$ cat src/rtl/regfile_write_arbiter_if.sv
// Requester-side bundle for the register-file write arbiter.
// Carries the packed per-requester valid/address/data lanes and the
// one-hot ready pulse returned by the arbiter.
interface regfile_write_arbiter_if #(
    parameter int unsigned N_REQ  = 4,
    parameter int unsigned ADDR_W = 3,
    parameter int unsigned DATA_W = 64
);
    logic [N_REQ-1:0]        req_valid;
    logic [N_REQ*ADDR_W-1:0] req_addr;
    logic [N_REQ*DATA_W-1:0] req_data;
    logic [N_REQ-1:0]        req_ready;

    // Requester side: presents writes, observes the accept pulse
    modport master (
        output req_valid,
        output req_addr,
        output req_data,
        input  req_ready
    );

    // Arbiter side: samples requests, returns the accept pulse
    modport slave (
        input  req_valid,
        input  req_addr,
        input  req_data,
        output req_ready
    );
endinterface

$ cat src/rtl/regfile_write_arbiter.sv
// Round-robin arbiter sharing the register file's single write port.
// One requester is accepted per cycle; the accepted address/data pair is
// registered and presented with a one-cycle write strobe on the next edge.
// Optional feature: define REGFILE_ARB_ZERO_REG_EN to make register 0
// hard-wired zero (writes to address 0 are accepted but never strobed).
module regfile_write_arbiter #(
    parameter int unsigned N_REQ  = 4,
    parameter int unsigned ADDR_W = 3,
    parameter int unsigned DATA_W = 64,
    localparam int unsigned GID_W = $clog2(N_REQ)
) (
    input  logic                  clk,
    input  logic                  rst_n,
    regfile_write_arbiter_if.slave req,
    input  logic                  hold,
    output logic                  wr_en,
    output logic [ADDR_W-1:0]     wr_addr,
    output logic [DATA_W-1:0]     wr_data,
    output logic [GID_W-1:0]      grant_id
);

    typedef enum logic {
        IDLE  = 1'b0,
        WRITE = 1'b1
    } state_t;

    state_t            state;
    logic [GID_W-1:0]  rr_ptr;

    logic              sel_found;
    logic [GID_W-1:0]  sel_idx;
    logic [GID_W-1:0]  cand_idx;
    logic              accept;
    logic              strobe;
    logic [ADDR_W-1:0] sel_addr;
    logic [DATA_W-1:0] sel_data;

    // Search for the first valid requester starting just after rr_ptr
    always_comb begin
        sel_found = 1'b0;
        sel_idx   = '0;
        cand_idx  = '0;
        for (int unsigned k = 1; k <= N_REQ; k++) begin
            cand_idx = GID_W'((32'(rr_ptr) + k) % N_REQ);
            if (!sel_found && req.req_valid[cand_idx]) begin
                sel_found = 1'b1;
                sel_idx   = cand_idx;
            end
        end
    end

    // Acceptance is suppressed while the file is busy or held in reset
    always_comb begin
        accept        = sel_found && !hold && rst_n;
        req.req_ready = '0;
        if (accept) begin
            req.req_ready = N_REQ'(1) << sel_idx;
        end
    end

    // Route the winner's address/data lane toward the output registers
    always_comb begin
        sel_addr = req.req_addr[sel_idx*ADDR_W +: ADDR_W];
        sel_data = req.req_data[sel_idx*DATA_W +: DATA_W];
    end

`ifdef REGFILE_ARB_ZERO_REG_EN
    // Address 0 is consumed without a strobe; the pointer still advances
    always_comb begin
        strobe = accept && (sel_addr != '0);
    end
`else
    // Every accepted request produces a write strobe
    always_comb begin
        strobe = accept;
    end
`endif

    // Write FSM with registered strobe, address, data and grant owner
    always_ff @(posedge clk or negedge rst_n) begin
        if (!rst_n) begin
            state    <= IDLE;
            wr_en    <= 1'b0;
            wr_addr  <= '0;
            wr_data  <= '0;
            grant_id <= '0;
            rr_ptr   <= GID_W'(N_REQ - 1);
        end else begin
            if (accept) begin
                rr_ptr <= sel_idx;
            end
            case (state)
                IDLE: begin
                    if (strobe) begin
                        state    <= WRITE;
                        wr_en    <= 1'b1;
                        wr_addr  <= sel_addr;
                        wr_data  <= sel_data;
                        grant_id <= sel_idx;
                    end else begin
                        state <= IDLE;
                        wr_en <= 1'b0;
                    end
                end
                WRITE: begin
                    if (strobe) begin
                        state    <= WRITE;
                        wr_en    <= 1'b1;
                        wr_addr  <= sel_addr;
                        wr_data  <= sel_data;
                        grant_id <= sel_idx;
                    end else begin
                        state <= IDLE;
                        wr_en <= 1'b0;
                    end
                end
                default: begin
                    state <= IDLE;
                    wr_en <= 1'b0;
                end
            endcase
        end
    end

    // Handshake invariants: never more than one accept, none while busy
    a_ready_onehot: assert property (@(posedge clk) disable iff (!rst_n)
        $onehot0(req.req_ready));
    a_ready_hold: assert property (@(posedge clk) disable iff (!rst_n)
        hold |-> (req.req_ready == '0));
    a_state_strobe: assert property (@(posedge clk) disable iff (!rst_n)
        wr_en == (state == WRITE));

endmodule

$ cat src/flat_wrapper.sv
// flat-port wrapper written by rule: the top's interface ports become plain ports
module regfile_write_arbiter_flat 
#(
    parameter int unsigned N_REQ  = 4,
    parameter int unsigned ADDR_W = 3,
    parameter int unsigned DATA_W = 64,
    localparam int unsigned GID_W = $clog2(N_REQ)
)
  (clk, rst_n, hold, wr_en, wr_addr, wr_data, grant_id, req_req_valid, req_req_addr, req_req_data, req_req_ready);
  regfile_write_arbiter_if #(.N_REQ(N_REQ), .ADDR_W(ADDR_W), .DATA_W(DATA_W)) req_i ();
  input  logic clk;
  input  logic rst_n;
  input  logic hold;
  output logic wr_en;
  output logic [ADDR_W-1:0] wr_addr;
  output logic [DATA_W-1:0] wr_data;
  output logic [GID_W-1:0] grant_id;
  input wire logic [$bits(req_i.req_valid)-1:0] req_req_valid;
  input wire logic [$bits(req_i.req_addr)-1:0] req_req_addr;
  input wire logic [$bits(req_i.req_data)-1:0] req_req_data;
  output wire logic [$bits(req_i.req_ready)-1:0] req_req_ready;
  assign req_i.req_valid = req_req_valid;
  assign req_i.req_addr = req_req_addr;
  assign req_i.req_data = req_req_data;
  assign req_req_ready = req_i.req_ready;
  regfile_write_arbiter #(.N_REQ(N_REQ), .ADDR_W(ADDR_W), .DATA_W(DATA_W)) u_core (.clk(clk), .rst_n(rst_n), .req(req_i), .hold(hold), .wr_en(wr_en), .wr_addr(wr_addr), .wr_data(wr_data), .grant_id(grant_id));
endmodule
$ cat config.mk
export PLATFORM = sky130hd
export DESIGN_NAME = regfile_write_arbiter_flat
export DESIGN_NICKNAME = d
export VERILOG_FILES = /design/src/rtl/regfile_write_arbiter_if.sv /design/src/rtl/regfile_write_arbiter.sv /design/src/flat_wrapper.sv
export SDC_FILE = /design/constraint.sdc
export NUM_CORES = 1
export LEC_CHECK = 0
export ABC_AREA = 1
export ABC_CLOCK_PERIOD_IN_PS = 2700
export CORE_AREA = 3 3 133 135
export CTS_BUF_LIST = sky130_fd_sc_hd__clkbuf_8
export DETAILED_ROUTE_END_ITERATION = 12
export DIE_AREA = 0 0 136 138
export GPL_TIMING_DRIVEN = 1
export PLACE_DENSITY = 0.72
export SLEW_MARGIN = 0
export SYNTH_ARGS = -nofsm -noshare
export SYNTH_HDL_FRONTEND = slang
export SYNTH_SLANG_ARGS = --single-unit
$ cat constraint.sdc
create_clock -name clk -period 2.7 [get_ports clk]
set_input_delay 0.54 -clock clk [delete_from_list [all_inputs] [get_ports clk]]
set_output_delay 0.54 -clock clk [all_outputs]
set_load 0.1 [all_outputs]
==> results by group, run 1 <==
Status
  – Failing checks: setup timing
  – Status: complete, but fails checks

Critical path
  – CP arrival: 2.30 ns
  – Critical Path Sink: req_req_ready[2]
  – R2r endpoint: u_core.wr_data[47]$_DFFE_PN0P_
  – Crit path launch type: flip-flop
  – Nature of the critical path endpoint: output pin
  – Critical path class: flip-flop to output pin
  – R2R setup slack: 0.19 ns
  – RR Startpoint: u_core.rr_ptr[0]$_DFFE_PN1P_
  – Worst-case reg-to-reg path depth: 15
  – WP data required: 2.16 ns
  – Largest fanout on the critical path: 8
  – CP startpoint: u_core.rr_ptr[0]$_DFFE_PN1P_

GRT
  – Busiest grt layer: met2
  – First-pass GRT wire length: 35,200 um
  – Met2 usage: 40.4%
  – Initial antenna violation count: 0
  – Largest net degree at the start of global routing: 73
  – GR Util All Layers: 23.4%
  – Gr ovfl total: 0
  – Vias in the first global route: 6,718
  – GR Layer Usage met3: 7.05%
  – GR Util met1: 27.1%

Clock network
  – CTS tree: done
  – Clock-pin slew on the worst setup and hold paths: 0.08 ns
  – Total CTS buffers: 9
  – TritonCTS Sinks: 72
  – CTS Root Cell: clkbuf_8
  – CTS max path bufs: 2
  – Clock Latency Late Sink: 0.36 ns
  – Htree depth: 3

Yosys
  – Synth area leader: dfrtp_1
  – Ys async rst share: 100%
  – Synth cell types: 22
  – Synth top area cells: dfrtp_1 33%, nand3_1 33%, nand2_1 21%, buf_2 3.9%, buf_6 1.9%
  – Cell Area, Synth: 5280 um2
  – Syn nets: 1,100
  – #FFs+latches synth: 72
  – Most frequent cell after synthesis: nand3_1
  – Synth Instances: 825
  – Ys Warns: 0
  – Top-area cell type share of the netlist area: 33.2%
  – Syn Area/Cell: 6.40 um2
  – Sequential fraction of the synthesis area: 34.2%
  – EDFF count, synth: 0
  – Top cells by count, synth: 344 x nand3_1, 294 x nand2_1, 70 x dfrtp_1
  – Synth Flop Type: dfrtp_1

Floorplan
  – Rows: 47
  – Initial Utilization: 31.8%
  – Die Footprint: 18,800 um2
  – Core area: 16,600 um2
  – Io pins: 349
  – Vert. Die Dim: 138 um
  – Die Span X: 136 um

Timing
  – Final worst slack: -0.135 ns
  – Setup Skew: 0.00641 ns
  – WHS: 0.462 ns
  – Tmin final: 2.84 ns
  – Worst slew margin: 36.8%
  – Max Slew Vio Count: 0
  – Final Setup Violations: 4
  – Fmax: 353 MHz
  – RSZ-0062 raised after global routing: yes
  – Final hold violations: 0
  – Final worst-path cycle share: 105%
  – Tightest Pin Transition: 0.948 ns

Place
  – # port buffers: 348
  – Gpl congestion: 0.805
  – Pre-CTS WS: -0.254 ns
  – Dpl hpwl: 16,400 um

Cells and area
  – Net count, final: 1,426
  – Fillers: 1,605
  – Antenna cells: 0
  – Util after Layout: 55.8%
  – Area Growth Syn to Fin: 75.4%
  – Layout cells sized above 1: 15.9%

Routing
  – Total iterations of the first detailed-routing run: 4
  – Post-DR vias/cell: 5.03
  – Via count: 6,919
  – DRC Markers: 0
  – Initial DRC Count: 388
  – Per-cell routed wire length: 16.7 um
  – Drt total wl: 22,900 um
  – ANT nets after route: 0

Hold path
  – Worst Hold Class: input port to async pin

Flow run
  – Max Cap Violations: 0
## worst min path at each step
stage	start	to	slack, ns	cells after the start
after CTS	u_core.wr_data[0]$_DFFE_PN0P_	u_core.wr_data[0]$_DFFE_PN0P_	0.49	2
after detailed placement	u_core.wr_data[63]$_DFFE_PN0P_	u_core.wr_data[63]$_DFFE_PN0P_	0.47	2
after global routing	u_core.wr_data[12]$_DFFE_PN0P_	u_core.wr_data[12]$_DFFE_PN0P_	0.50	2
after global placement	u_core.wr_data[26]$_DFFE_PN0P_	u_core.wr_data[26]$_DFFE_PN0P_	0.46	2
after floorplan	rst_n	u_core.grant_id[0]$_DFFE_PN0P_	0.24	0
final	rst_n	u_core.wr_data[56]$_DFFE_PN0P_	0.46	2
## logic make-up after synthesis
group | synth area share (%)
buf+inv | 8.63
flops | 34.2
simple gates | 56.9
compound gates | 0.284
## per-layer routing
| layer | vias to the layer above | part of all wire [%] |
|---|---|---|
| met3 | 42 | 9.3 |
| met5 | - | 0 |
| met1 | 3187 | 39 |
| li1 | 3411 | - |
| met4 | 0 | 3.1 |
| met2 | 279 | 49 |
## state kept, by name, indices dropped and copies added (netlist names)
name	cells
u_core.grant_id	2
u_core.rr_ptr	2
u_core.wr_data	64
u_core.wr_addr	3
u_core.wr_en	1
## cell type report
class                   count  area [um2]  area share, %
repair buffers            389        3750           40.5
multi-input cells         668        3170           34.3
flip-flops and latches     72        1800           19.5
well taps                 220         275           2.97
clock buffers               9         124           1.34
clock inverters             7        88.8          0.959
inverters                  11        43.8          0.473
## placed cells by master (no fill, tap or decap), drive strengths merged
cell type      Yosys  layout
nand3            346     346
dfstp              2       2
clkinv             0       2
clkinvlp           0       1
nand4              2       2
clkbuf            17       9
dfrtp             70      70
nor2               5       5
o21ai              3       3
inv               11      13
nor3               2       2
buf               57     116
clkdlybuf4s50      0     272
dlymetal6s2s       0       1
bufinv             0       2
nand2            310     310
## metrics by stage
| step | cells | area, um2 | setup TNS [ns] |
|---|---|---|---|
| 3_5_place_dp | 1348 | 8860 | -7.26 |
| 5_1_grt | 1376 | 9260 | -0.896 |
| 6_report | 1376 | 9260 | -0.293 |
| 2_1_floorplan | 825 | 5360 | -0.278 |
| 4_1_cts | 1373 | 9220 | -0.375 |
| 3_3_place_gp | 1348 | 8860 | -4.97 |
## repair_timing
item,CTS,global route
resized for setup,26,4
hold buffers,0,0
buffers inserted,9,3
endpoints found under the setup margin,4,37
endpoints found under the hold margin,0,0
pin swaps,11,3
## critical path, stage by stage, from the launching register on
cell     delay, ns
dfstp_2       0.64
inv_4         0.09
nand2_2       0.08
nand2_2       0.08
nand2_4       0.09
nand2_4       0.06
nor2_4        0.14
nand3_2       0.10
nor2_4        0.11
nor2_4        0.06
buf_12        0.12
nor3_4        0.16
buf_12        0.20
Power of run 1 is left out: the tool's default activity adds up to more than one toggle a clock period on the data nets, which glitch-free logic cannot reach.
==> run 2, diff against run 1 <==
--- a/config.mk
+++ b/config.mk
@@ -7,13 +7,13 @@
 export LEC_CHECK = 0
 export ABC_AREA = 1
 export ABC_CLOCK_PERIOD_IN_PS = 2700
-export CORE_AREA = 3 3 133 135
-export CTS_BUF_LIST = sky130_fd_sc_hd__clkbuf_8
+export CORE_AREA = 3 3 135 137
 export DETAILED_ROUTE_END_ITERATION = 12
-export DIE_AREA = 0 0 136 138
+export DIE_AREA = 0 0 138 140
 export GPL_TIMING_DRIVEN = 1
-export PLACE_DENSITY = 0.72
-export SLEW_MARGIN = 0
+export PLACE_DENSITY = 0.7
+export SLEW_MARGIN = 20
 export SYNTH_ARGS = -nofsm -noshare
 export SYNTH_HDL_FRONTEND = slang
 export SYNTH_SLANG_ARGS = --single-unit
+export TNS_END_PERCENT = 50
==> run 2 against run 1 <==
The flow still finishes with violations (setup timing). Cell area is 1.7% higher. Hold slack worse by 0.13 ns. First-iteration DRC count shrank 28%. Largest cell class unchanged.
==> results by group, run 2 (synthesized netlist as in run 1, its figures left out) <==
Clock network
  – TritonCTS Sinks: 72 (unchanged)
  – Clock Latency Late Sink: 0.33 ns (was 0.36 ns)
  – CTS tree: done (unchanged)
  – CTS Root Cell: clkbuf_16 (was clkbuf_8)
  – Clock-pin slew on the worst setup and hold paths: 0.06 ns (was 0.08 ns)
  – CTS max path bufs: 2 (unchanged)
  – Total CTS buffers: 9 (unchanged)
  – Htree depth: 3 (unchanged)

Critical path
  – Worst-case reg-to-reg path depth: 12 (was 15)
  – Largest fanout on the critical path: 10 (was 8)
  – Crit path launch type: flip-flop (unchanged)
  – WP data required: 2.16 ns (about the same)
  – Critical path class: flip-flop to output pin (unchanged)
  – Slowest CP cell: dfstp_2 (unchanged)
  – CP arrival: 2.21 ns (was 2.30 ns)
  – Nature of the critical path endpoint: output pin (unchanged)
  – Crit-path cells: inv_4 -> nand2_1 -> nand2_1 -> o21ai_2 -> buf_4 -> nand3_2 -> nor2_4 -> nor2_4 -> nor3_4 -> buf_12 (was inv_4 -> nand2_2 -> nand2_2 -> nand2_4 -> nand2_4 -> nor2_4 -> nand3_2 -> nor2_4 -> nor2_4 -> buf_12 -> nor3_4 -> buf_12)
  – R2r endpoint: u_core.wr_data[20]$_DFFE_PN0P_ (was u_core.wr_data[47]$_DFFE_PN0P_)
  – CP delay by family, top: simple AND/OR/NAND/NOR gates (unchanged)
  – RR Startpoint: u_core.rr_ptr[0]$_DFFE_PN1P_ (unchanged)
  – R2R setup slack: 0.20 ns (was 0.19 ns)
  – Worst path max stage delay: 0.61 ns (was 0.64 ns)
  – Worst path buffer plus inverter count: 3 (unchanged)

Timing
  – Tmin final: 2.75 ns (was 2.84 ns)
  – Final worst-path cycle share: 102% (was 105%)
  – Tightest Pin Transition: 0.545 ns (was 0.948 ns)
  – Setup Skew: 0.00974 ns (was 0.00641 ns)
  – Final hold violations: 0 (unchanged)
  – RSZ-0062 raised after global routing: yes (unchanged)
  – Max Slew Vio Count: 0 (unchanged)
  – Final Setup Violations: 3 (was 4)
  – Worst slew margin: 63.7% (was 36.8%)
  – Fmax: 364 MHz (was 353 MHz)
  – Final worst slack: -0.0494 ns (was -0.135 ns)

Floorplan
  – Core area: 17,200 um2 (was 16,600 um2)
  – Die Span X: 138 um (was 136 um)
  – Vert. Die Dim: 140 um (was 138 um)
  – Rows: 48 (was 47)
  – Die Footprint: 19,300 um2 (was 18,800 um2)
  – Io pins: 349 (unchanged)
  – Initial Utilization: 30.7% (was 31.8%)

Routing
  – Per-cell routed wire length: 17.1 um (was 16.7 um)
  – ANT nets after route: 0 (unchanged)
  – Via count: 6,989 (was 6,919)
  – Post-DR vias/cell: 5.05 (was 5.03)
  – Drt total wl: 23,600 um (was 22,900 um)
  – DRC Markers: 0 (unchanged)
  – Initial DRC Count: 278 (was 388)
  – Total iterations of the first detailed-routing run: 5 (was 4)

Place
  – Gpl congestion: 0.908 (was 0.805)
  – # port buffers: 348 (unchanged)
  – Dpl hpwl: 17,100 um (was 16,400 um)

GRT
  – GR Util All Layers: 23.4% (about the same)
  – First-pass GRT wire length: 36,700 um (was 35,200 um)
  – Vias in the first global route: 6,851 (was 6,718)
  – Gr ovfl total: 0 (unchanged)
  – Initial antenna violation count: 1 (was 0)
  – Largest net degree at the start of global routing: 83 (was 73)

Cells and area
  – Max reg flops: 64 (unchanged)
  – Fillers: 1,661 (was 1,605)
  – Util after Layout: 54.8% (was 55.8%)
  – Biggest register: u_core.wr_data (unchanged)
  – Highest-count cells in the layout ignoring fill and taps: 339 x nand3_1, 280 x nand2_1, 269 x clkdlybuf4s50_1, 100 x buf_4, 70 x dfrtp_1 (was 340 x nand3_1, 278 x nand2_1, 272 x clkdlybuf4s50_1, 101 x buf_4, 70 x dfrtp_1)
  – Area Growth Syn to Fin: 78.3% (was 75.4%)
  – Biggest regs: u_core.wr_data x64, u_core.wr_addr x3 (unchanged)
  – Layout cells sized above 1: 15.9% (about the same)
  – Most common cell after layout, fill and taps aside: nand3_1 (unchanged)
  – Net count, final: 1,428 (was 1,426)

Hold path
  – Worst Hold Class: input port to async pin (unchanged)

Flow run
  – Max Cap Violations: 0 (unchanged)

Status
  – Status: complete, but fails checks (unchanged)
  – Failing checks: setup timing (unchanged)
==> run 2: cell count changes in the layout (fill, tap and decap cells not counted), moves of 2 or more <==
| cell | previous run | this run |
|---|---|---|
| clkbuf_1 | 0 | 3 |
| clkbuf_16 | 0 | 9 |
| nand2_1 | 278 | 280 |
| inv_1 | 7 | 5 |
| buf_6 | 5 | 3 |
| clkbuf_8 | 9 | 0 |
| nand2_2 | 27 | 22 |
| nand2_4 | 5 | 8 |
| buf_12 | 10 | 15 |
| dlygate4sd2_1 | 0 | 4 |
| clkdlybuf4s50_1 | 272 | 269 |
| clkinv_2 | 1 | 3 |
==> run 2: how the worst max path moves through the flow <==
stage / startpoint / to / depth (start not counted)
3_5_place_dp: req_req_valid[0] / req_req_ready[3] / 12
5_1_grt: u_core.rr_ptr[0]$_DFFE_PN1P_ / req_req_ready[2] / 10
2_1_floorplan: u_core.rr_ptr[0]$_DFFE_PN1P_ / req_req_ready[2] / 13
6_report: u_core.rr_ptr[0]$_DFFE_PN1P_ / req_req_ready[2] / 10
4_1_cts: u_core.rr_ptr[0]$_DFFE_PN1P_ / req_req_ready[3] / 13
3_3_place_gp: req_req_valid[0] / req_req_ready[3] / 12
==> run 2: per-stage QoR <==
step	worst slack, ns	hold WS (ns)	instance area, um2	cells	setup TNS, ns
floorplan	-0.193	0.244	5360	825	-0.278
global placement	-0.130	0.464	8920	1354	-0.558
detailed placement	-0.177	0.466	8920	1354	-2.59
CTS	-0.0225	0.352	9390	1381	-0.0568
global route	-0.183	0.381	9410	1384	-0.648
finish	-0.0494	0.336	9410	1384	-0.127
==> run 2: worst reg2reg max path, stage by stage (launching register included) <==
cell     delay [ns]
dfstp_2        0.61
inv_4          0.09
nand2_1        0.12
nand2_1        0.08
o21ai_2        0.16
buf_4          0.14
nand4_1        0.11
nand2_2        0.19
buf_4          0.28
buf_12         0.28
nand3_1        0.14
nand3_1        0.12
nand2_1        0.06
==> run 2: metal layers <==
layer	GRT usage, %	up-vias	wire length (um)
li1	-	3427	-
met1	28.9	3207	9650
met2	39.6	316	11400
met3	5.33	39	1880
met4	9.31	0	748
met5	0	-	0
==> run 2: timing repair <==
item                                    4_1_cts  5_1_grt
pin swaps                                    18        5
setup buffers                                11        2
hold buffers                                  0        0
endpoints found under the setup margin        4        4
gates resized for setup                      30        3
==> run 2: area by class of cell <==
class / count / area (um2) / area share (%)
Sequential cell: 72 / 1800 / 19.2
Clock inverter: 4 / 45.0 / 0.478
Tap cell: 225 / 282 / 2.99
Timing Repair Buffer: 391 / 3810 / 40.5
Multi-Input combinational cell: 668 / 3190 / 33.9
Inverter: 11 / 43.8 / 0.465
Clock buffer: 12 / 236 / 2.51
Antenna cell: 1 / 2.50 / 0.0266
Power of run 2 is left out for the same reason.
